`config.mk`:
```
export PLATFORM = sky130hd
export DESIGN_NAME = cp0
export DESIGN_NICKNAME = d
export VERILOG_FILES = /design/src/rtl/cp0.sv
export SDC_FILE = /design/constraint.sdc
export NUM_CORES = 1
export LEC_CHECK = 0
export ABC_AREA = 1
export CAP_MARGIN = 15
export CORE_MARGIN = 3
export CORE_UTILIZATION = 45
export CTS_CLUSTER_DIAMETER = 120
export DETAILED_ROUTE_END_ITERATION = 10
export PLACE_DENSITY = 0.76
export SYNTH_ARGS = -nofsm -noshare
export SYNTH_HDL_FRONTEND = slang
export SYNTH_SLANG_ARGS = --single-unit
```
`constraint.sdc`:
```
create_clock -name clk -period 3.5 [get_ports clk]
set_input_delay 0.875 -clock clk [delete_from_list [all_inputs] [get_ports clk]]
set_output_delay 0.875 -clock clk [all_outputs]
set_load 0.03 [all_outputs]
```
`src/rtl/cp0.sv`:
```
`default_nettype none
// ============================================================================
// Module   : cp0
// Purpose  : Coprocessor-0 exception/interrupt responder with SR, Cause, EPC,
//            Count and PRId registers, mfc0/mtc0/eret service from M stage.
// Revision : 1.0 - initial release
// ============================================================================
module cp0 #(
    parameter logic [31:0] PRID = 32'h0000_2021
) (
    input  logic        clk,
    input  logic        reset,
    input  logic [4:0]  A,
    input  logic [31:0] DIn,
    input  logic        WE,
    input  logic [31:0] VPC,
    input  logic [6:2]  ExcCode_in,
    input  logic [7:2]  HWInt,
    input  logic        EXLClr,
    output logic        IntReq,
    output logic [31:0] EPC_out,
    output logic [31:0] DOut
);

    localparam logic [4:0] c_ADDR_COUNT = 5'd9;
    localparam logic [4:0] c_ADDR_SR    = 5'd12;
    localparam logic [4:0] c_ADDR_CAUSE = 5'd13;
    localparam logic [4:0] c_ADDR_EPC   = 5'd14;
    localparam logic [4:0] c_ADDR_PRID  = 5'd15;

    logic [5:0]  r_im;
    logic        r_exl;
    logic        r_ie;
    logic [5:0]  r_ip;
    logic [4:0]  r_exccode;
    logic [31:0] r_epc;
    logic [31:0] r_count;

    logic        w_int_pend;
    logic        w_exc_pend;
    logic        w_int_req;
    logic        w_sr_wr;
    logic        w_epc_wr;
    logic        w_cnt_wr;
    logic        w_unused;

    assign w_int_pend = r_ie & ~r_exl & (|(HWInt & r_im));
    assign w_exc_pend = ~r_exl & (ExcCode_in != 5'd0);
    assign w_int_req  = ~reset & (w_int_pend | w_exc_pend);
    assign IntReq     = w_int_req;

    // The mtc0 sitting in M is the victim of a taken request, so its write dies.
    assign w_sr_wr  = WE & ~w_int_req & (A == c_ADDR_SR);
    assign w_epc_wr = WE & ~w_int_req & (A == c_ADDR_EPC);
    assign w_cnt_wr = WE & ~w_int_req & (A == c_ADDR_COUNT);

    assign w_unused = &{1'b0, DIn[31:16], DIn[9:2]};

    always_ff @(posedge clk or posedge reset) begin
        if (reset) begin
            r_im      <= 6'd0;
            r_exl     <= 1'b0;
            r_ie      <= 1'b0;
            r_ip      <= 6'd0;
            r_exccode <= 5'd0;
            r_epc     <= 32'd0;
            r_count   <= 32'd0;
        end else begin
            r_ip <= HWInt;

            if (w_int_req) begin
                r_exl     <= 1'b1;
                r_exccode <= w_int_pend ? 5'd0 : ExcCode_in;
                r_epc     <= VPC;
            end else begin
                if (w_sr_wr) begin
                    r_im <= DIn[15:10];
                    r_ie <= DIn[0];
                end
                // eret overrides an SR write on the EXL bit only.
                if (EXLClr) begin
                    r_exl <= 1'b0;
                end else if (w_sr_wr) begin
                    r_exl <= DIn[1];
                end
                if (w_epc_wr) begin
                    r_epc <= DIn;
                end
            end

            if (w_cnt_wr) begin
                r_count <= DIn;
            end else begin
                r_count <= r_count + 32'd1;
            end
        end
    end

    assign EPC_out = r_epc;

    always_comb begin
        DOut = 32'd0;
        case (A)
            c_ADDR_COUNT: DOut = r_count;
            c_ADDR_SR:    DOut = {16'd0, r_im, 8'd0, r_exl, r_ie};
            c_ADDR_CAUSE: DOut = {16'd0, r_ip, 3'd0, r_exccode, 2'd0};
            c_ADDR_EPC:   DOut = r_epc;
            c_ADDR_PRID:  DOut = PRID;
            default:      DOut = 32'd0;
        endcase
    end

endmodule
`default_nettype wire

```
==> qor.txt, run 1 <==
outcome: finished, final reports clean
crit-path max FO: 10
sequential area share after synthesis: 40.16%
ys async rst share: 100.0%
CTS Buffer Depth: 2
critical path launch point type: input pin
Net Sw Frac: 38.27%
first-pass GRT wire length: 30310 µm
Cell Area, Synth: 5171 µm²
Pleak: 0.003237 µW
Clock Skew: 0.006922 ns
CTS tree: done
crit path launch: A[0]
final instance area: 7056 µm²
Worst setup endpoint: DOut[1]
Slew Viols, Final: 0
Slew HR: 57.22%
R2R depth: 10
Syn-to-layout area delta: 36.44%
die height: 113.2 µm
IO Port Bufs: 148
Sink Count: 83
layout cells sized above 1: 12.34%
Tightest Pin Transition: 0.6407 ns
first drt pass iteration count: 7
Internal: 2282 µW
area of the die: 12810 µm²
I/O pins: 149
WP data arrival: 2.46 ns
Reg-to-Reg End: r_im[3]$_DFFE_PP0P_
Post-Route WL: 19280 µm
Post-Route Utilization: 63.96%
PostCTS Resize Cnt: 0
clock power share: 28.8%
CP peak stage delay: 0.57 ns
RSZ-0062 raised after global routing: false
initial antenna violation count: 0
RePlAce Congestion: 1.008
Comb power frac: 32.9%
synthesized net count: 813
pwr dens: 524.1 nW/µm²
Reg2Reg Setup Slack: 1.41 ns
RR Startpoint: r_im[5]$_DFFE_PP0P_
DRC viols: 0
Row Count: 38
gr usage total: 30.69%
Final Net Count: 955
clock latency on the worst-skew pair: 0.36 ns
highest ir drop seen on vdd: 0.0003855 V
post-DP HPWL: 14970 µm
setup bufs post-CTS: 0
fillers: 1005
Synth cell types: 33
setup tns final: 0 ns
Synth Instances: 728
worst path cell trace: clkdlybuf4s50_1, nand2_1, inv_2, nand3_1, buf_4, inv_2, nand2_1, o211ai_1, buf_4
Congestion Overflow GR: 0
ant diodes: 0
Setup-failing EPs final: 0
Net Switching: 1415 µW
fin crit share: 95.15%
Die W: 113.2 µm
Post-synth EDFFs: 0
CP max-delay cell: clkdlybuf4s50_1
largest net degree at the start of global routing: 84
Post-CTS Hold Fix Bufs: 0
WL/cell: 18.99 µm
top-area cell type share of the netlist area: 40.16%
core area: 11030 µm²
Final Hold Viols: 0
Worst setup EP type: output port
cts bufs inserted: 9
Fmax: 300.3 MHz
WS Path Type: input pin to output port
Max Cap Viol: 0
Flop pwr share: 38.3%
Crit path required time: 2.62 ns
area leader, netlist: dfrtp_1
Yosys warning count: 0
Reg clk slew, reported paths: 0.06 ns
placed instance area: 6704 µm²
Root Buffer: clkbuf_16
vias per cell: 5.669
Avg Inst Size Synth: 7.103 µm²
Yosys reg bits: 83
Via Count: 5754
H-tree levels: 3
Initial Util: 46.88%
synth top area cells: dfrtp_1 (40%), nand2_1 (20%), nand3_1 (10%), nand4_1 (5.0%), inv_1 (3.1%)
DRT antenna net count: 0
Synth Flop Type: dfrtp_1
vias in the first global route: 5539
initial DRC count: 693
worst hold-check path type: flip-flop to flip-flop
Final min period: 3.330 ns
## state kept, by name (all words and copies together) (netlist names)
register and flops:
r_im 6, r_exl 1, r_ip 6, r_exccode 5, EPC_out 32, r_count 32
r_ie 1
## cell type report
cell class	count	area, µm²	share of cell area, %
clock buffer	9	225.2	3.192
tap	140	175.2	2.483
multi-input combinational	552	2641	37.44
sequential	83	2077	29.44
clock inverter	7	98.84	1.401
timing repair buffer	170	1634	23.16
inverter	54	203.9	2.891
## how the worst min path moves through the flow
stage,startpoint,end,slack [ns],depth (start not counted)
floorplan,r_ie$_DFFE_PP0P_,r_ie$_DFFE_PP0P_,0.44,2
global placement,r_ie$_DFFE_PP0P_,r_ie$_DFFE_PP0P_,0.46,2
detailed placement,r_ie$_DFFE_PP0P_,r_ie$_DFFE_PP0P_,0.46,2
CTS,r_ie$_DFFE_PP0P_,r_ie$_DFFE_PP0P_,0.47,2
global route,r_ie$_DFFE_PP0P_,r_ie$_DFFE_PP0P_,0.51,2
finish,r_ie$_DFFE_PP0P_,r_ie$_DFFE_PP0P_,0.47,2
## stage by stage
step           setup slack (ns)  hold WS [ns]  instances  power, µW
2_1_floorplan           0.08525        0.4419        728       2096
3_3_place_gp             0.2444        0.4621        998       2600
3_5_place_dp             0.2111        0.4581        998       2625
4_1_cts                  0.2003        0.4743       1014       3688
5_1_grt                 0.03884        0.5061       1015       3877
6_report                 0.1699        0.4715       1015       3698
## synthesized netlist by cell type (2+ instances only)
cell type / n
buf_2: 21
buf_6: 8
clkbuf_1: 7
dfrtp_1: 83
inv_1: 43
inv_2: 10
nand2_1: 272
nand2_4: 2
nand3_1: 106
nand3_2: 12
nand4_1: 41
nor2_1: 39
nor2_2: 6
nor3_1: 13
o2111ai_1: 4
o211ai_1: 5
o21ai_0: 3
o21ai_1: 24
o221ai_1: 2
xor2_1: 14
## kinds of logic after synthesis
group,count (synthesis),share of synthesized area [%]
AOI/OAI and AO/OA,42,5.178
xor gates and xnor gates,15,2.541
adders and majority gates,1,0.2419
buffers and inverters,93,8.807
DFF,83,40.16
and+or+nand+nor,494,43.07
## cell usage in the layout, fill, tap and decap left out, types with 2 or more instances in the layout
cell type        instances
nand2_1                272
clkdlybuf4s50_1        115
nand3_1                106
dfrtp_1                 83
buf_4                   50
inv_1                   42
nand4_1                 41
nor2_1                  38
o21ai_1                 24
xor2_1                  14
nor3_1                  13
nand3_2                 12
inv_2                   10
clkbuf_16                9
nor2_2                   7
o211ai_1                 5
o2111ai_1                4
buf_12                   4
o21ai_0                  3
inv_6                    3
nand2_4                  2
clkinv_2                 2
o221ai_1                 2
bufinv_16                2
## layer usage
| layer | up-vias | global-route usage [%] | part of all wire (%) | routed length, µm |
|---|---|---|---|---|
| li1 | 2686 | - | - | - |
| met1 | 2750 | 44.89 | 43 | 8245 |
| met2 | 291 | 47.55 | 47 | 8982 |
| met3 | 27 | 5.241 | 9.0 | 1728 |
| met4 | 0 | 7.452 | 1.7 | 320 |
| met5 | - | 0 | 0 | 0 |
## power groups by stage
stage / logic (µW) / clock network [µW] / registers, µW
5_1_grt: 1320 / 1110 / 1440
3_5_place_dp: 1200 / 0 / 1420
6_report: 1220 / 1070 / 1410
4_1_cts: 1210 / 1070 / 1410
2_1_floorplan: 577 / 0 / 1520
3_3_place_gp: 1190 / 0 / 1410
## worst max-delay path, delay by kind of cell
kind	cells	cell delay, ns
AO/OA/AOI/OAI	1	0.13
AND/OR/NAND/NOR	3	0.26
buffers and inverters	5	1.17
(Power assumes the default switching activity.)
==> inputs of run 2 (changes only) <==
==> constraint.sdc (replaced) <==
create_clock -name clk -period 3.1 [get_ports clk]
set_input_delay 0.775 -clock clk [delete_from_list [all_inputs] [get_ports clk]]
set_output_delay 0.775 -clock clk [all_outputs]
set_load 0.03 [all_outputs]
==> run 2 against run 1 <==
- final cell count grew 0.30%
- first-iteration DRC count decreased by 6.9%
- worst hold slack better by 0.013 ns
- critical endpoint unchanged
- largest cell class unchanged
==> qor.txt, run 2 (synthesis gave the netlist of run 1 again) <==
CTS Buffer Depth: 2 (unchanged)
crit-path max FO: 6 (was 10)
core area: 11030 µm² (unchanged)
Worst Hold Path EP: r_ie$_DFFE_PP0P_ (unchanged)
WS Path Type: input pin to output port (unchanged)
Flop pwr share: 38.2% (was 38.3%)
Die W: 113.2 µm (unchanged)
Hold Startpoint: r_ie$_DFFE_PP0P_ (unchanged)
vias in the first global route: 5533 (was 5539)
cts bufs inserted: 9 (unchanged)
Post-CTS Hold Fix Bufs: 0 (unchanged)
Net Switching: 1579 µW (was 1415 µW)
worst hold-check path type: flip-flop to flip-flop (unchanged)
Root Buffer: clkbuf_16 (unchanged)
Final Hold Viols: 0 (unchanged)
Clock Skew: 0.006466 ns (was 0.006922 ns)
setup tns final: 0 ns (unchanged)
CP top delay family: buffers and inverters (unchanged)
first drt pass iteration count: 6 (was 7)
grt met2 use: 46.56% (was 47.55%)
gr usage total: 29.48% (was 30.69%)
WP data arrival: 2.24 ns (was 2.46 ns)
hold depth: 2 (unchanged)
Post-Route WL: 19620 µm (was 19280 µm)
Final Net Count: 958 (was 955)
largest net degree at the start of global routing: 84 (unchanged)
GRT Max-Usage Layer: met2 (unchanged)
Place WS: 0.02083 ns (was 0.2111 ns)
die height: 113.2 µm (unchanged)
DRT antenna net count: 0 (unchanged)
I/O pins: 149 (unchanged)
Pleak: 0.003281 µW (was 0.003237 µW)
pwr dens: 583.6 nW/µm² (was 524.1 nW/µm²)
Internal: 2595 µW (was 2282 µW)
Comb power frac: 33.0% (was 32.9%)
clock power share: 28.7% (was 28.8%)
Tightest Pin Transition: 0.4592 ns (was 0.6407 ns)
post-DP HPWL: 14320 µm (was 14970 µm)
Reg2Reg Setup Slack: 1.09 ns (was 1.41 ns)
DRC viols: 0 (unchanged)
H-tree levels: 3 (unchanged)
clock latency on the worst-skew pair: 0.35 ns (was 0.36 ns)
vias per cell: 5.691 (was 5.669)
worst setup margin: 0.08774 ns (was 0.1699 ns)
Fmax: 332.0 MHz
Sink Count: 83 (unchanged)
Initial Util: 46.88% (unchanged)
ant diodes: 0 (unchanged)
Slew Viols, Final: 0 (unchanged)
Syn-to-layout area delta: 38.30% (was 36.44%)
Reg-to-Reg End: r_im[3]$_DFFE_PP0P_ (unchanged)
GR Layer Usage met3: 5.508% (was 5.241%)
Post-Layout Cell Count: 1018 (was 1015)
Congestion Overflow GR: 0 (unchanged)
R2R depth: 10 (unchanged)
commonest non-fill, non-tap cell in the layout: nand2_1 (unchanged)
Worst setup EP type: output port (unchanged)
CTS tree: done (unchanged)
most frequent cells in the layout: nand2_1 (269), clkdlybuf4s50_1 (112), nand3_1 (106), dfrtp_1 (83), buf_4 (49) (was nand2_1 (272), clkdlybuf4s50_1 (115), nand3_1 (106), dfrtp_1 (83), buf_4 (50))
highest ir drop seen on vdd: 0.0003226 V (was 0.0003855 V)
initial antenna violation count: 0 (unchanged)
Net Sw Frac: 37.84% (was 38.27%)
Via Count: 5793 (was 5754)
first-pass GRT wire length: 29440 µm (was 30310 µm)
RSZ-0062 raised after global routing: false (unchanged)
Max Cap Viol: 0 (unchanged)
RR Startpoint: r_im[5]$_DFFE_PP0P_ (unchanged)
Final min period: 3.012 ns
Placed Cells: 996 (was 998)
critical path launch point type: input pin (unchanged)
WL/cell: 19.28 µm (was 18.99 µm)
CP peak stage delay: 0.45 ns (was 0.57 ns)
outcome: finished, final reports clean (unchanged)
Setup-failing EPs final: 0 (unchanged)
Reg clk slew, reported paths: 0.06 ns (about the same)
placed instance area: 6691 µm² (was 6704 µm²)
met1 GRT Util: 40.73% (was 44.89%)
worst path cell trace: clkdlybuf4s50_1, inv_1, nand2_1, inv_2, nand3_1, buf_4, inv_2, nand2_1, o211ai_1, buf_4 (was clkdlybuf4s50_1, nand2_1, inv_2, nand3_1, buf_4, inv_2, nand2_1, o211ai_1, buf_4)
IO Port Bufs: 148 (unchanged)
Row Count: 38 (unchanged)
RePlAce Congestion: 0.9887 (was 1.008)
Crit path required time: 2.32 ns (was 2.62 ns)
Pwr Total: 4174 µW (was 3698 µW)
layout cells sized above 1: 13.10% (was 12.34%)
initial DRC count: 645 (was 693)
CP bufs+invs: 6 (was 5)
crit path launch: A[1] (was A[0])
CP max-delay cell: clkdlybuf4s50_1 (unchanged)
area of the die: 12810 µm² (unchanged)
Slew HR: 69.39% (was 57.22%)
fin crit share: 97.17%
final instance area: 7152 µm² (was 7056 µm²)
run 2: cell count changes in the layout (fill, tap and decap cells not counted), moves of 2 or more:
cell / change
clkbuf_16: +2
clkdlybuf4s50_1: -3
clkinvlp_4: +4
dlymetal6s2s_1: +3
inv_6: -3
nand2_1: -3
nand2_2: +3
nor2_2: -2
nor2_4: +2
run 2: worst min-delay path, delay by kind of cell, from the launching register on:
family,cells,cell delay (ns)
flip-flops,1,0.35
AND/OR/NAND/NOR,2,0.11
run 2: cell type report:
cell class / count / area [µm²]
inverter: 54 / 210.2
sequential: 83 / 2077
timing repair inverter: 1 / 7.507
tap: 140 / 175.2
clock inverter: 6 / 88.84
multi-input combinational: 552 / 2659
timing repair buffer: 172 / 1695
clock buffer: 10 / 239.0
fill: 959 / 3879
run 2: worst max path at each step:
| stage | end | cells past startpoint |
|---|---|---|
| after global routing | DOut[1] | 10 |
| final | DOut[1] | 10 |
| after floorplan | r_count[6]$_DFF_PP0_ | 6 |
| after detailed placement | DOut[28] | 9 |
| after global placement | DOut[28] | 9 |
| after CTS | DOut[28] | 9 |
run 2: per-stage QoR:
step                util, %  hold slack [ns]
detailed placement    60.66           0.4583
CTS                   63.63           0.4742
floorplan                 -           0.4419
global route          64.84           0.5114
finish                64.84           0.4842
global placement      60.66           0.4581
run 2: power by group through the flow:
stage / combinational, µW / sequential (µW) / clock (µW)
2_1_floorplan: 652 / 1710 / 0
3_3_place_gp: 1340 / 1590 / 0
3_5_place_dp: 1360 / 1600 / 0
4_1_cts: 1360 / 1580 / 1200
5_1_grt: 1500 / 1620 / 1240
6_report: 1380 / 1600 / 1200
run 2: timing repair:
item / in CTS / in global routing
endpoints found under the hold margin: 0 / 0
setup endpoints to repair: 0 / 27
setup buffers: 0 / 1
gates resized for setup: 0 / 10
run 2: per-layer routing:
layer  routed length, µm  up-vias
li1                    -     2682
met1                7939     2737
met2                9160      323
met3                1948       51
met4                 574        0
met5                   0        -
==> inputs of run 3 (changes only) <==
--- a/config.mk
+++ b/config.mk
@@ -7,11 +7,12 @@
 export LEC_CHECK = 0
 export ABC_AREA = 1
 export CAP_MARGIN = 15
-export CORE_MARGIN = 3
-export CORE_UTILIZATION = 45
+export CORE_MARGIN = 8
+export CORE_UTILIZATION = 40
+export CTS_BUF_LIST = sky130_fd_sc_hd__clkbuf_8
 export CTS_CLUSTER_DIAMETER = 120
 export DETAILED_ROUTE_END_ITERATION = 10
-export PLACE_DENSITY = 0.76
+export PLACE_DENSITY = 0.69
 export SYNTH_ARGS = -nofsm -noshare
 export SYNTH_HDL_FRONTEND = slang
 export SYNTH_SLANG_ARGS = --single-unit
==> run 3 against run 2 <==
- global-route usage decreased by 4.6 points
- wire length increased by 4.6%
- die area increased by 31%
- non-clock buffer count decreased by 1
- worst setup slack got worse by 0.018 ns
- via count decreased by 2.1%
- critical path type unchanged
- critical endpoint is now DOut[11]
==> qor.txt, run 3 (synthesis gave the netlist of run 1 again) <==
Flop pwr share: 40.3% (was 38.2%)
Post-Route WL: 20530 µm (was 19620 µm)
highest ir drop seen on vdd: 0.0003399 V (was 0.0003226 V)
most used cell along the critical path: nand2_1
layout cells sized above 1: 13.00% (was 13.10%)
final instance area: 7152 µm² (unchanged)
Comb power frac: 34.8% (was 33.0%)
worst hold slack: 0.4795 ns (was 0.4842 ns)
Die W: 129.7 µm (was 113.2 µm)
crit-path max FO: 5 (was 6)
Via Count: 5670 (was 5793)
Worst setup EP type: output port (unchanged)
Internal: 2409 µW (was 2595 µW)
IO Port Bufs: 148 (unchanged)
CP max-delay cell: clkdlybuf4s50_1 (unchanged)
RSZ-0062 raised after global routing: false (unchanged)
worst setup margin: 0.06934 ns (was 0.08774 ns)
Syn-to-layout area delta: 38.30% (unchanged)
RePlAce Congestion: 0.9074 (was 0.9887)
Max Cap Viol: 0 (unchanged)
Crit path required time: 2.32 ns (about the same)
Place WS: -0.003497 ns (was 0.02083 ns)
critical path launch point type: input pin (unchanged)
Reg clk slew, reported paths: 0.10 ns (was 0.06 ns)
cts bufs inserted: 9 (unchanged)
outcome: finished, final reports clean (unchanged)
Fmax: 330.0 MHz (was 332.0 MHz)
worst hold-check path type: flip-flop to flip-flop (unchanged)
Post-Route Utilization: 56.67% (was 64.84%)
initial DRC count: 659 (was 645)
commonest non-fill, non-tap cell in the layout: nand2_1 (unchanged)
post-DP HPWL: 16030 µm (was 14320 µm)
DRT antenna net count: 0 (unchanged)
H-tree levels: 3 (unchanged)
Net Switching: 1567 µW (was 1579 µW)
WL/cell: 19.57 µm (was 19.28 µm)
Row Count: 41 (was 38)
core area: 12620 µm² (was 11030 µm²)
worst path cell trace: clkdlybuf4s50_1, inv_1, nand2_1, inv_2, nand2_2, clkinvlp_2, nand2_1, nand4_1, buf_4 (was clkdlybuf4s50_1, inv_1, nand2_1, inv_2, nand3_1, buf_4, inv_2, nand2_1, o211ai_1, buf_4)
Tightest Pin Transition: 0.5341 ns (was 0.4592 ns)
Clock Skew: 0.01349 ns (was 0.006466 ns)
placed instance area: 6822 µm² (was 6691 µm²)
ant diodes: 0 (unchanged)
WP data arrival: 2.26 ns (was 2.24 ns)
clock latency on the worst-skew pair: 0.38 ns (was 0.35 ns)
Final min period: 3.031 ns (was 3.012 ns)
first drt pass iteration count: 6 (unchanged)
I/O pins: 149 (unchanged)
area of the die: 16820 µm² (was 12810 µm²)
vias per cell: 5.405 (was 5.691)
WS Path Type: input pin to output port (unchanged)
Congestion Overflow GR: 0 (unchanged)
Post-CTS Hold Fix Bufs: 0 (unchanged)
Final Net Count: 957 (was 958)
Slew HR: 64.28% (was 69.39%)
vias in the first global route: 5645 (was 5533)
CTS tree: done (unchanged)
Root Buffer: clkbuf_8 (was clkbuf_16)
Setup-failing EPs final: 0 (unchanged)
DRC viols: 0 (unchanged)
Final Hold Viols: 0 (unchanged)
Slew Viols, Final: 0 (unchanged)
Pleak: 0.003243 µW (was 0.003281 µW)
pwr dens: 555.9 nW/µm² (was 583.6 nW/µm²)
CP peak stage delay: 0.50 ns (was 0.45 ns)
Initial Util: 40.98% (was 46.88%)
clock power share: 24.9% (was 28.7%)
setup tns final: 0 ns (unchanged)
first-pass GRT wire length: 31840 µm (was 29440 µm)
initial antenna violation count: 0 (unchanged)
Sink Count: 83 (unchanged)
CTS Buffer Depth: 2 (unchanged)
Net Sw Frac: 39.40% (was 37.84%)
fin crit share: 97.76% (was 97.17%)
largest net degree at the start of global routing: 84 (unchanged)
die height: 129.7 µm (was 113.2 µm)
CP bufs+invs: 5 (was 6)
gr usage total: 24.84% (was 29.48%)
most frequent cells in the layout: nand2_1 (269), clkdlybuf4s50_1 (113), nand3_1 (106), dfrtp_1 (83) (was nand2_1 (269), clkdlybuf4s50_1 (112), nand3_1 (106), dfrtp_1 (83), buf_4 (49))
CP top delay family: buffers and inverters (unchanged)
-- run 3: changes by cell type in the layout (fill, tap and decap cells not counted), moves of 2 or more --
cell        change
clkbuf_8        +8
buf_4           -7
clkbuf_16      -11
inv_6           +3
clkinvlp_4      -2
buf_12          +6
-- run 3: area by class of cell --
| type | count | area [µm²] |
|---|---|---|
| flip-flops and latches | 83 | 2077 |
| clock buffers | 9 | 123.9 |
| fillers | 1239 | 5468 |
| inverters | 54 | 215.2 |
| multi-input cells | 552 | 2659 |
| repair inverters | 1 | 5.005 |
| clock inverters | 7 | 123.9 |
| repair buffers | 171 | 1733 |
| well taps | 172 | 215.2 |
-- run 3: what timing repair did --
action	in CTS	in global routing
gates resized for setup	0	14
setup endpoints to repair	2	29
cloned	0	2
pin swaps	0	4
buffers inserted	0	0
-- run 3: worst paths after layout --
kind / start / to / slack (ns) / cells after the start
worst min-delay path: r_ie$_DFFE_PP0P_ / r_ie$_DFFE_PP0P_ / 0.48 / 2
worst max register to register: r_im[5]$_DFFE_PP0P_ / r_im[3]$_DFFE_PP0P_ / 1.11 / 10
min in group asynchronous: reset / r_exccode[1]$_DFFE_PP0N_ / 0.92 / 3
max in group asynchronous: reset / r_count[19]$_DFF_PP0_ / 1.56 / 4
worst max-delay path: A[1] / DOut[11] / 0.07 / 9
worst min register to register: r_ie$_DFFE_PP0P_ / r_ie$_DFFE_PP0P_ / 0.48 / 2
-- run 3: per-layer routing --
metal	GRT usage [%]	up-vias	routed length, µm
li1	-	2687	-
met1	32.25	2737	8676
met2	39.39	210	9798
met3	5.794	36	1530
met4	9.631	0	529
met5	0	-	0
-- run 3: worst reg2reg max path: stages, from the launching register on --
cell and delay [ns]:
dfrtp_1 0.41, nand2_1 0.07, nand2_1 0.06, nor2_2 0.10
nand2_1 0.11, nand2_4 0.13, nand2_2 0.07, nand2_4 0.32
nand3_1 0.39, nand2_1 0.15, nand2_1 0.08
-- run 3: power by group through the flow --
stage	Clock (µW)	Combinational (µW)	Sequential, µW
global route	1050	1510	1620
detailed placement	0	1380	1610
CTS	1010	1380	1590
floorplan	0	652	1710
global placement	0	1360	1610
finish	988	1390	1600
-- run 3: through the flow --
| stage | power (µW) | cells |
|---|---|---|
| 2_1_floorplan | 2366 | 728 |
| 3_3_place_gp | 2973 | 1030 |
| 3_5_place_dp | 2991 | 1030 |
| 4_1_cts | 3985 | 1046 |
| 5_1_grt | 4186 | 1049 |
| 6_report | 3976 | 1049 |
